==> config.mk <==
export PLATFORM = sky130hd
export DESIGN_NAME = dcache_wbuffer
export DESIGN_NICKNAME = d
export VERILOG_FILES = /design/src/rtl/dcache_pkg.sv /design/src/rtl/dcache_wbuffer.sv
export SDC_FILE = /design/constraint.sdc
export NUM_CORES = 2
export LEC_CHECK = 0
export BUFFER_PORTS_ARGS = -buffer_cell sky130_fd_sc_hd__buf_2
export CELL_PAD_IN_SITES_DETAIL_PLACEMENT = 1
export CELL_PAD_IN_SITES_GLOBAL_PLACEMENT = 1
export CORE_ASPECT_RATIO = 1.4
export CORE_MARGIN = 4
export CORE_UTILIZATION = 46
export DETAILED_ROUTE_END_ITERATION = 10
export PLACE_DENSITY = 0.87
export SETUP_SLACK_MARGIN = 0.5
export SYNTH_ARGS = -nofsm -noshare
export SYNTH_HDL_FRONTEND = slang
export SYNTH_SLANG_ARGS = --single-unit
==> constraint.sdc <==
create_clock -name clk_i -period 8 [get_ports clk_i]
set_input_delay 1.6 -clock clk_i [delete_from_list [all_inputs] [get_ports clk_i]]
set_output_delay 1.6 -clock clk_i [all_outputs]
set_load 0.01 [all_outputs]
==> src/rtl/dcache_pkg.sv <==
// Shared types and constants for the dcache write-back buffer.
package dcache_pkg;

  localparam int DCACHE_PLEN          = 32;
  localparam int DCACHE_XLEN          = 32;
  localparam int DCACHE_BE_W          = DCACHE_XLEN / 8;
  localparam int DCACHE_WBUFFER_DEPTH = 4;

  localparam logic [2:0] MEMORY_REQUEST_SIZE_FOUR_BYTES = 3'b010;

  // One buffered word. A locked entry is owned by the drain logic and is
  // never merged into again.
  typedef struct packed {
    logic                   valid;
    logic                   locked;
    logic [DCACHE_PLEN-1:0] addr;
    logic [DCACHE_XLEN-1:0] data;
    logic [DCACHE_BE_W-1:0] be;
  } wbuffer_entry_t;

  typedef enum logic [1:0] {
    WB_IDLE      = 2'd0,
    WB_WAIT_ACK  = 2'd1,
    WB_WAIT_DONE = 2'd2
  } wbuffer_state_t;

  // Byte-wise merge: lanes with be set take new_data, others keep old_data.
  function automatic logic [DCACHE_XLEN-1:0] merge_bytes(
    input logic [DCACHE_XLEN-1:0] old_data,
    input logic [DCACHE_XLEN-1:0] new_data,
    input logic [DCACHE_BE_W-1:0] be
  );
    logic [DCACHE_XLEN-1:0] res;
    res = old_data;
    for (int i = 0; i < DCACHE_BE_W; i++) begin
      if (be[i]) res[8*i +: 8] = new_data[8*i +: 8];
    end
    return res;
  endfunction

endpackage

==> src/rtl/dcache_wbuffer.sv <==
// Multi-entry write-back buffer between the dcache controller and memory.
// Absorbs word stores, coalesces into unlocked entries, forwards buffered
// bytes to loads and drains the oldest entry through a req/gnt/done handshake.
//
// Handshakes: a push is taken on a cycle where push_valid_i && push_ready_o;
// a memory request is taken when mem_req_o && mem_gnt_i; the drained entry is
// released on the cycle mem_done_i is seen while waiting for completion.
module dcache_wbuffer
  import dcache_pkg::*;
#(
  parameter int DEPTH      = DCACHE_WBUFFER_DEPTH,
  parameter int ADDR_WIDTH = DCACHE_PLEN,
  parameter int DATA_WIDTH = DCACHE_XLEN
) (
  input  logic                        clk_i,
  input  logic                        rst_i,
  input  logic                        push_valid_i,
  output logic                        push_ready_o,
  input  logic [ADDR_WIDTH-1:0]       push_addr_i,
  input  logic [DATA_WIDTH-1:0]       push_data_i,
  input  logic [DATA_WIDTH/8-1:0]     push_be_i,
  input  logic [ADDR_WIDTH-1:0]       lookup_addr_i,
  output logic                        lookup_hit_o,
  output logic [DATA_WIDTH/8-1:0]     lookup_be_o,
  output logic [DATA_WIDTH-1:0]       lookup_data_o,
  output logic                        mem_req_o,
  input  logic                        mem_gnt_i,
  input  logic                        mem_done_i,
  output logic [ADDR_WIDTH-1:0]       mem_addr_o,
  output logic [DATA_WIDTH-1:0]       mem_data_o,
  output logic [DATA_WIDTH/8-1:0]     mem_be_o,
  output logic [2:0]                  mem_size_o,
  output logic                        empty_o,
  output logic [$clog2(DEPTH):0]      count_o,
  output logic [1:0]                  dbg_state_o
);

  localparam int BE_W  = DATA_WIDTH / 8;
  localparam int PTR_W = $clog2(DEPTH);
  localparam int CNT_W = PTR_W + 1;
  localparam logic [ADDR_WIDTH-1:0] OFF_MASK = ADDR_WIDTH'(BE_W - 1);

  wbuffer_entry_t       entries_q [DEPTH];
  wbuffer_entry_t       entries_d [DEPTH];
  logic [PTR_W-1:0]     head_q, head_d;
  logic [PTR_W-1:0]     tail_q, tail_d;
  logic [CNT_W-1:0]     count_q, count_d;
  wbuffer_state_t       state_q, state_d;

  logic [ADDR_WIDTH-1:0] push_word;
  logic [ADDR_WIDTH-1:0] lookup_word;
  logic                  coal_hit;
  logic [PTR_W-1:0]      coal_idx;
  logic                  full;
  logic                  push_fire;
  logic                  alloc;
  logic                  lock_head;
  logic                  release_head;

  assign push_word   = push_addr_i & ~OFF_MASK;
  assign lookup_word = lookup_addr_i & ~OFF_MASK;

  // Find the unlocked entry (at most one) holding the pushed word.
  always_comb begin
    coal_hit = 1'b0;
    coal_idx = '0;
    for (int i = 0; i < DEPTH; i++) begin
      if (entries_q[i].valid && !entries_q[i].locked &&
          entries_q[i].addr == push_word) begin
        coal_hit = 1'b1;
        coal_idx = PTR_W'(i);
      end
    end
  end

  // The slot freed by a same-cycle mem_done_i is deliberately not counted.
  assign full         = (count_q == CNT_W'(DEPTH));
  assign push_ready_o = !full || coal_hit;
  assign push_fire    = push_valid_i && push_ready_o && (|push_be_i);

  // Drain FSM: lock the head, request it, then wait for completion.
  always_comb begin
    state_d      = state_q;
    lock_head    = 1'b0;
    release_head = 1'b0;
    case (state_q)
      WB_IDLE: begin
        if (entries_q[head_q].valid) begin
          lock_head = 1'b1;
          state_d   = WB_WAIT_ACK;
        end
      end
      WB_WAIT_ACK: begin
        if (mem_gnt_i) state_d = WB_WAIT_DONE;
      end
      WB_WAIT_DONE: begin
        if (mem_done_i) begin
          release_head = 1'b1;
          state_d      = WB_IDLE;
        end
      end
      default: state_d = WB_IDLE;
    endcase
  end

  // Entry storage and pointer updates; merge is applied before the lock so a
  // push that coalesces into the head on its locking cycle is not lost.
  always_comb begin
    entries_d = entries_q;
    head_d    = head_q;
    tail_d    = tail_q;
    alloc     = 1'b0;
    if (push_fire) begin
      if (coal_hit) begin
        entries_d[coal_idx].data = merge_bytes(entries_q[coal_idx].data,
                                               push_data_i, push_be_i);
        entries_d[coal_idx].be   = entries_q[coal_idx].be | push_be_i;
      end else begin
        entries_d[tail_q].valid  = 1'b1;
        entries_d[tail_q].locked = 1'b0;
        entries_d[tail_q].addr   = push_word;
        entries_d[tail_q].data   = push_data_i;
        entries_d[tail_q].be     = push_be_i;
        tail_d                   = tail_q + PTR_W'(1);
        alloc                    = 1'b1;
      end
    end
    if (lock_head) entries_d[head_q].locked = 1'b1;
    if (release_head) begin
      entries_d[head_q].valid  = 1'b0;
      entries_d[head_q].locked = 1'b0;
      head_d                   = head_q + PTR_W'(1);
    end
    count_d = count_q + CNT_W'(alloc) - CNT_W'(release_head);
  end

  // State registers with synchronous reset.
  always_ff @(posedge clk_i) begin
    if (rst_i) begin
      for (int i = 0; i < DEPTH; i++) entries_q[i] <= '0;
      head_q  <= '0;
      tail_q  <= '0;
      count_q <= '0;
      state_q <= WB_IDLE;
    end else begin
      entries_q <= entries_d;
      head_q    <= head_d;
      tail_q    <= tail_d;
      count_q   <= count_d;
      state_q   <= state_d;
    end
  end

  // Per byte lane, walk entries oldest to youngest so the youngest match wins.
  for (genvar l = 0; l < BE_W; l++) begin : g_lane
    logic             lane_hit;
    logic [7:0]       lane_byte;
    logic [PTR_W-1:0] idx;
    always_comb begin
      lane_hit  = 1'b0;
      lane_byte = 8'h00;
      idx       = '0;
      for (int k = 0; k < DEPTH; k++) begin
        idx = head_q + PTR_W'(k);
        if (entries_q[idx].valid && entries_q[idx].be[l] &&
            entries_q[idx].addr == lookup_word) begin
          lane_hit  = 1'b1;
          lane_byte = entries_q[idx].data[8*l +: 8];
        end
      end
    end
    assign lookup_be_o[l]            = lane_hit;
    assign lookup_data_o[8*l +: 8]   = lane_byte;
  end

  assign lookup_hit_o = |lookup_be_o;

  assign mem_req_o   = (state_q == WB_WAIT_ACK);
  assign mem_addr_o  = entries_q[head_q].addr;
  assign mem_data_o  = entries_q[head_q].data;
  assign mem_be_o    = entries_q[head_q].be;
  assign mem_size_o  = MEMORY_REQUEST_SIZE_FOUR_BYTES;
  assign empty_o     = (count_q == '0) && (state_q == WB_IDLE);
  assign count_o     = count_q;
  assign dbg_state_o = state_q;

endmodule

Word-level counts from Yosys, hierarchy flattened
Cells that the tools add are included.
Operators by class
  add/sub/neg operators: 6
  magnitude comparators: 9
  equality and inequality tests: 14
  multiplexer cells: 108
  bitwise gates (word level): 8
  reduce and logical (&&, ||, !) cells: 58
Operator list (count)
  bitwise mux 280 bit: 10
  demux 70 bit (select 2 bit): 9
  two-way mux 280 bit: 4
  binary-select mux 70 bit (select 2 bit): 5
  two-way mux 70 bit: 10
  == test 32 bit: 8
  two-way mux 8 bit: 28
  two-way mux 36 bit: 4
  two-way mux 69 bit: 2
  two-way mux 68 bit: 1
  logical AND 1 bit: 46
  two-way mux 1 bit: 27
  greater-or-equal comparator 3 bit (second input constant): 6
  inverter 2 -> 3 bit: 6
  two-way mux 2 bit: 5
  less-than comparator 3 x 1 -> 1 bit (second input constant): 3
  two-way mux 4 bit: 2
  OR reduction 4 bit: 2
  case mux 2 bit (3 select lines): 1
  zero test 1 bit: 5
  adder 2 x 1 -> 2 bit (second input constant): 2
  adder 2 bit (second input constant): 2
  != test 2 bit (second input constant): 2
  OR 4 bit: 1
  12 further kinds: 12
Storage, ports and cells
  register bits after elaboration: 289
  input port bits: 105

Logic depth before layout (Yosys ltp)
  depth after elaboration: 22
  mapped depth: 19
  gate-level depth less buffers: 14

Least setup slack after synthesis
Ideal clock, no wire load.
  path type: register to output
  start: reg head_q[0]
  end: out lookup_data_o[24]
  arrival time: 4.674 ns
  data required time: 6.400 ns
  path slack: 1.726 ns
  cell stages (with the launch flop): 18
  cells stage by stage: dfxtp_1 > buf_6 > buf_6 > buf_6 > buf_4 > buf_4 > inv_1 > ha_1 > buf_1 > mux4_2 > xor2_1 > a2111oi_0 > o2111ai_1 > a2111oi_2 > a31o_2 > buf_2 > a221oi_1 > a221oi_1
RTL lines
  start, declared: RTL line dcache_wbuffer.sv:45  | logic [PTR_W-1:0] head_q, head_d;
  start signal, assigned: RTL line dcache_wbuffer.sv:141  | head_q <= '0;
  start signal, assigned: RTL line dcache_wbuffer.sv:147  | head_q <= head_d;
  adder 2 bit *
  via g_lane[0].idx[0]: RTL line dcache_wbuffer.sv:158  | logic [PTR_W-1:0] idx;
  inverter 2 -> 3 bit (not written as such) *: RTL line dcache_wbuffer.sv:165, dcache_wbuffer.sv:166, dcache_wbuffer.sv:168
  binary-select mux 70 bit (select 2 bit) *: RTL line dcache_wbuffer.sv:165, dcache_wbuffer.sv:166, dcache_wbuffer.sv:168
  two-way mux 70 bit (not written as such) * (2 in series): RTL line dcache_wbuffer.sv:165  | if (entries_q[idx].valid && entries_q[idx].be[l] &&
  == test 32 bit or logical AND 1 bit (tied branches): RTL line dcache_wbuffer.sv:166, dcache_wbuffer.sv:165
  logical AND 1 bit: RTL line dcache_wbuffer.sv:165
  two-way mux 8 bit *: RTL line dcache_wbuffer.sv:165
  end, declared: RTL line dcache_wbuffer.sv:25  | output logic [DATA_WIDTH-1:0] lookup_data_o,
The timed path passes the listed nets; every way through them passes the cells marked *. The select of a mux whose other input is x is not followed.

Worst setup path after layout
  start: reg head_q[0]
  end: out lookup_data_o[3]
RTL lines
  adder 2 bit *: RTL line dcache_wbuffer.sv:164  | idx = head_q + PTR_W'(k);
  via g_lane[0].idx[0]: RTL line dcache_wbuffer.sv:158
  inverter 2 -> 3 bit (not written as such) *: RTL line dcache_wbuffer.sv:165, dcache_wbuffer.sv:166, dcache_wbuffer.sv:168
  binary-select mux 70 bit (select 2 bit) *: RTL line dcache_wbuffer.sv:165, dcache_wbuffer.sv:166, dcache_wbuffer.sv:168
  two-way mux 70 bit (not written as such) * (2 in series): RTL line dcache_wbuffer.sv:165
  == test 32 bit or logical AND 1 bit (tied branches): RTL line dcache_wbuffer.sv:166, dcache_wbuffer.sv:165
  logical AND 1 bit: RTL line dcache_wbuffer.sv:165
  two-way mux 8 bit *: RTL line dcache_wbuffer.sv:165
Marks and branches as above.

==> impl_metrics.yaml <==
worst_setup_path:
  reg2reg_depth: 12
  worstSetupPathType: "reg2out"
  cp-startpoint: "head_q[0]"
  r2r_setup_slack_ns: 3.16
  crit_path_start_kind: "register"
  critPathRequiredTime_ns: 6.40
  r2r_start: "entries_q[69]"
  critPathMaxFanout: 11
  worstSetupEndpoint: "lookup_data_o[3]"
  crit_arrival_ns: 5.59
  cp-end-kind: "primary output"
die:
  die_area_um2: 52240
  die_w_um: 194.3
  start_util_pct: 46.55
  rows: 95
  die_y_um: 268.8
  pin_count: 221
  core_um2: 48020
synthesis:
  async_flop_share_pct: 0
  synth-edff-count: 0
  synth_xor_area_share_pct: 9.599
  yosys.area_share.adder_pct: 0.6492
  synth_compound_area_share_pct: 18.95
  synth_ff_type: "dfxtp_1"
  synth_top_family_by_area: "multiplexers"
  syn_area_um2: 22360
  synth_mux_area_share_pct: 22.24
  ys_seq_area_share_pct: 25.88
  synth_cell_type_count: 72
  yosys_warnings: 0
  synth_seq_cells: 289
  synth-simple-area-share_pct: 17.02
  syn_avg_cell_area_um2: 8.310
  synthCells: 2690
timing:
  finalSetupTns_ns: 0
  min_period_over_period_pct: 89.87
  fin_skew_ns: 0.01772
  tightest_slew_ns: 1.310
  max_freq_mhz: 139.1
  fin_crit_ns: 7.190
  hold_violations: 0
  rsz0062_at_grt: "false"
  maxSlewHeadroom_pct: 11.42
  drv_slew: 0
  final-setup-viol-count: 0
  worst_hold_slack_ns: 0.5087
power:
  p_leak_nw: 8.735
  powerDensity_nw_per_um2: 205.3
  ir_worst_vdd_uv: 168.2
global_route:
  overflow: 0
  antenna_found_initial: 4
  grt_max_degree: 110
  grtUsageMet1_pct: 39.89
  grt_busiest_layer: "met2"
  grt_use_total_pct: 36.03
  grt_pass1_wl_mm: 147.5
  grtUsageMet2_pct: 63.97
  use_met3_pct: 4.987
  grt_pass1_vias: 24090
drt:
  wl_per_cell_um: 28.90
  routed_wl_mm: 98.18
  route.detailed.drc: 0
  drt_pass1_iterations: 5
  vias_per_cell: 6.789
  vias: 23060
  drtIter0Drc: 1868
  antenna_left: 0
final_layout:
  syn_to_final_growth_pct: 10.91
  finish.utilization_pct: 51.63
  nets: 2847
  final_cell_mix: "506 x nand2_1, 287 x dfxtp_1, 212 x buf_2"
  drive_gt1_share_pct: 19.95
  mostFrequentLayoutCell: "nand2_1"
clock_tree:
  cts_resized: 0
  path_clk_slew_ns: 0.06
  cts.sinks: 289
  clockRootBuffer: "clkbuf_16"
  h-tree-depth: 2
  clockBufferDepth: 3
  cts_hold_buf: 0
  clkLatencyLatePin_ns: 0.54
  cts_tree: "done"
  cts_setup_buffers: 0
  numCtsBuffers: 35
placed_design:
  io_buffers: 213
  place.gp.congestion: 0.9937
  dp_hpwl_mm: 67.35
job:
  cap_viol_max_count: 0
status:
  status: "complete, no violations"
worst_hold_path:
  hp-class: "reg2reg"
synthesized netlist by cell type (all sizes together), types with 3 or more instances:
cell type    n  area [µm²]
a2111oi     10       168.9
a211o        5       43.79
a211oi      11       82.58
a21oi      188       940.9
a221oi     120        1057
a22o        36       315.3
a22oi        5       37.54
a2bb2oi     33       289.0
a31oi       48       300.3
and2        17       106.4
and3        14       87.58
and3b        4       35.03
buf         82       447.9
clkbuf     174       653.1
clkinv       4       15.01
dfxtp      289        5786
ha          10       125.1
inv         38       142.6
mux2        89        1002
mux2i      140        1401
mux4       114        2567
nand2      507        1903
nand2b       4       25.02
nand3       10       50.05
nand4       32       200.2
nor2       149       561.8
nor3        56       280.3
nor4        48       300.3
nor4b        8       70.07
o2111ai      3       26.28
o211ai       8       60.06
o21a         8       60.06
o21ai      140       700.7
or3          5       31.28
or4          5       37.54
xnor2      104       910.9
xor2       141        1235
cell families after synthesis:
family,count (synthesis)
buffers and inverters,298
flip-flops,289
XOR/XNOR,245
AND/OR/NAND/NOR,871
AO/OA/AOI/OAI,631
adder cells (fa/ha/maj),11
other,2
multiplexers,343
worst max-delay path, cell delays in order, from the launching register on:
cell	delay, ns
dfxtp_4	0.41
inv_1	0.16
ha_4	0.47
mux4_2	0.55
xnor2_1	0.14
o21ai_0	0.25
a2111oi_0	0.51
o2111ai_1	0.55
a2111oi_2	0.46
buf_4	0.29
a21o_1	0.46
a221oi_1	0.11
a221oi_1	0.47
buf_2	0.23
worst min path at each step:
stage	cells past startpoint	to	slack [ns]	startpoint
final	2	register	0.51	register
after floorplan	2	register	0.47	register
after detailed placement	2	register	0.50	register
after global placement	2	register	0.48	register
after global routing	2	register	0.52	register
after CTS	2	register	0.51	register
per-stage QoR:
step / total power [mW] / worst slack (ns) / cell area, µm² / instances
after global routing: 5.280 / 0.6680 / 24780 / 3389
after global placement: 3.280 / 1.263 / 23580 / 3324
after CTS: 5.067 / 1.030 / 24770 / 3387
final: 5.089 / 0.8103 / 24800 / 3397
after floorplan: 2.759 / 1.726 / 22360 / 2691
after detailed placement: 3.366 / 1.173 / 23580 / 3324
metal layers:
layer / vias up / share of wire (%)
li1: 9899 / -
met1: 11510 / 35
met2: 1257 / 49
met3: 397 / 7.7
met4: 0 / 8.3
met5: - / 0
power by group:
part	total (mW)	switching, mW	internal, mW
Combinational	1.58	1.01	0.570
Clock	1.69	0.686	1.01
Sequential	1.81	0.215	1.60
Total	5.09	1.92	3.17
cell type report:
| cell class | count | area, µm² |
|---|---|---|
| clock inverter | 13 | 150.1 |
| fill | 5712 | 23230 |
| sequential | 289 | 5793 |
| inverter | 42 | 157.7 |
| clock buffer | 50 | 1045 |
| antenna | 10 | 25.02 |
| tap | 630 | 788.3 |
| timing repair buffer | 259 | 1443 |
| multi-input combinational | 2104 | 15390 |
No activity file was read; power rests on OpenSTA's default activity.
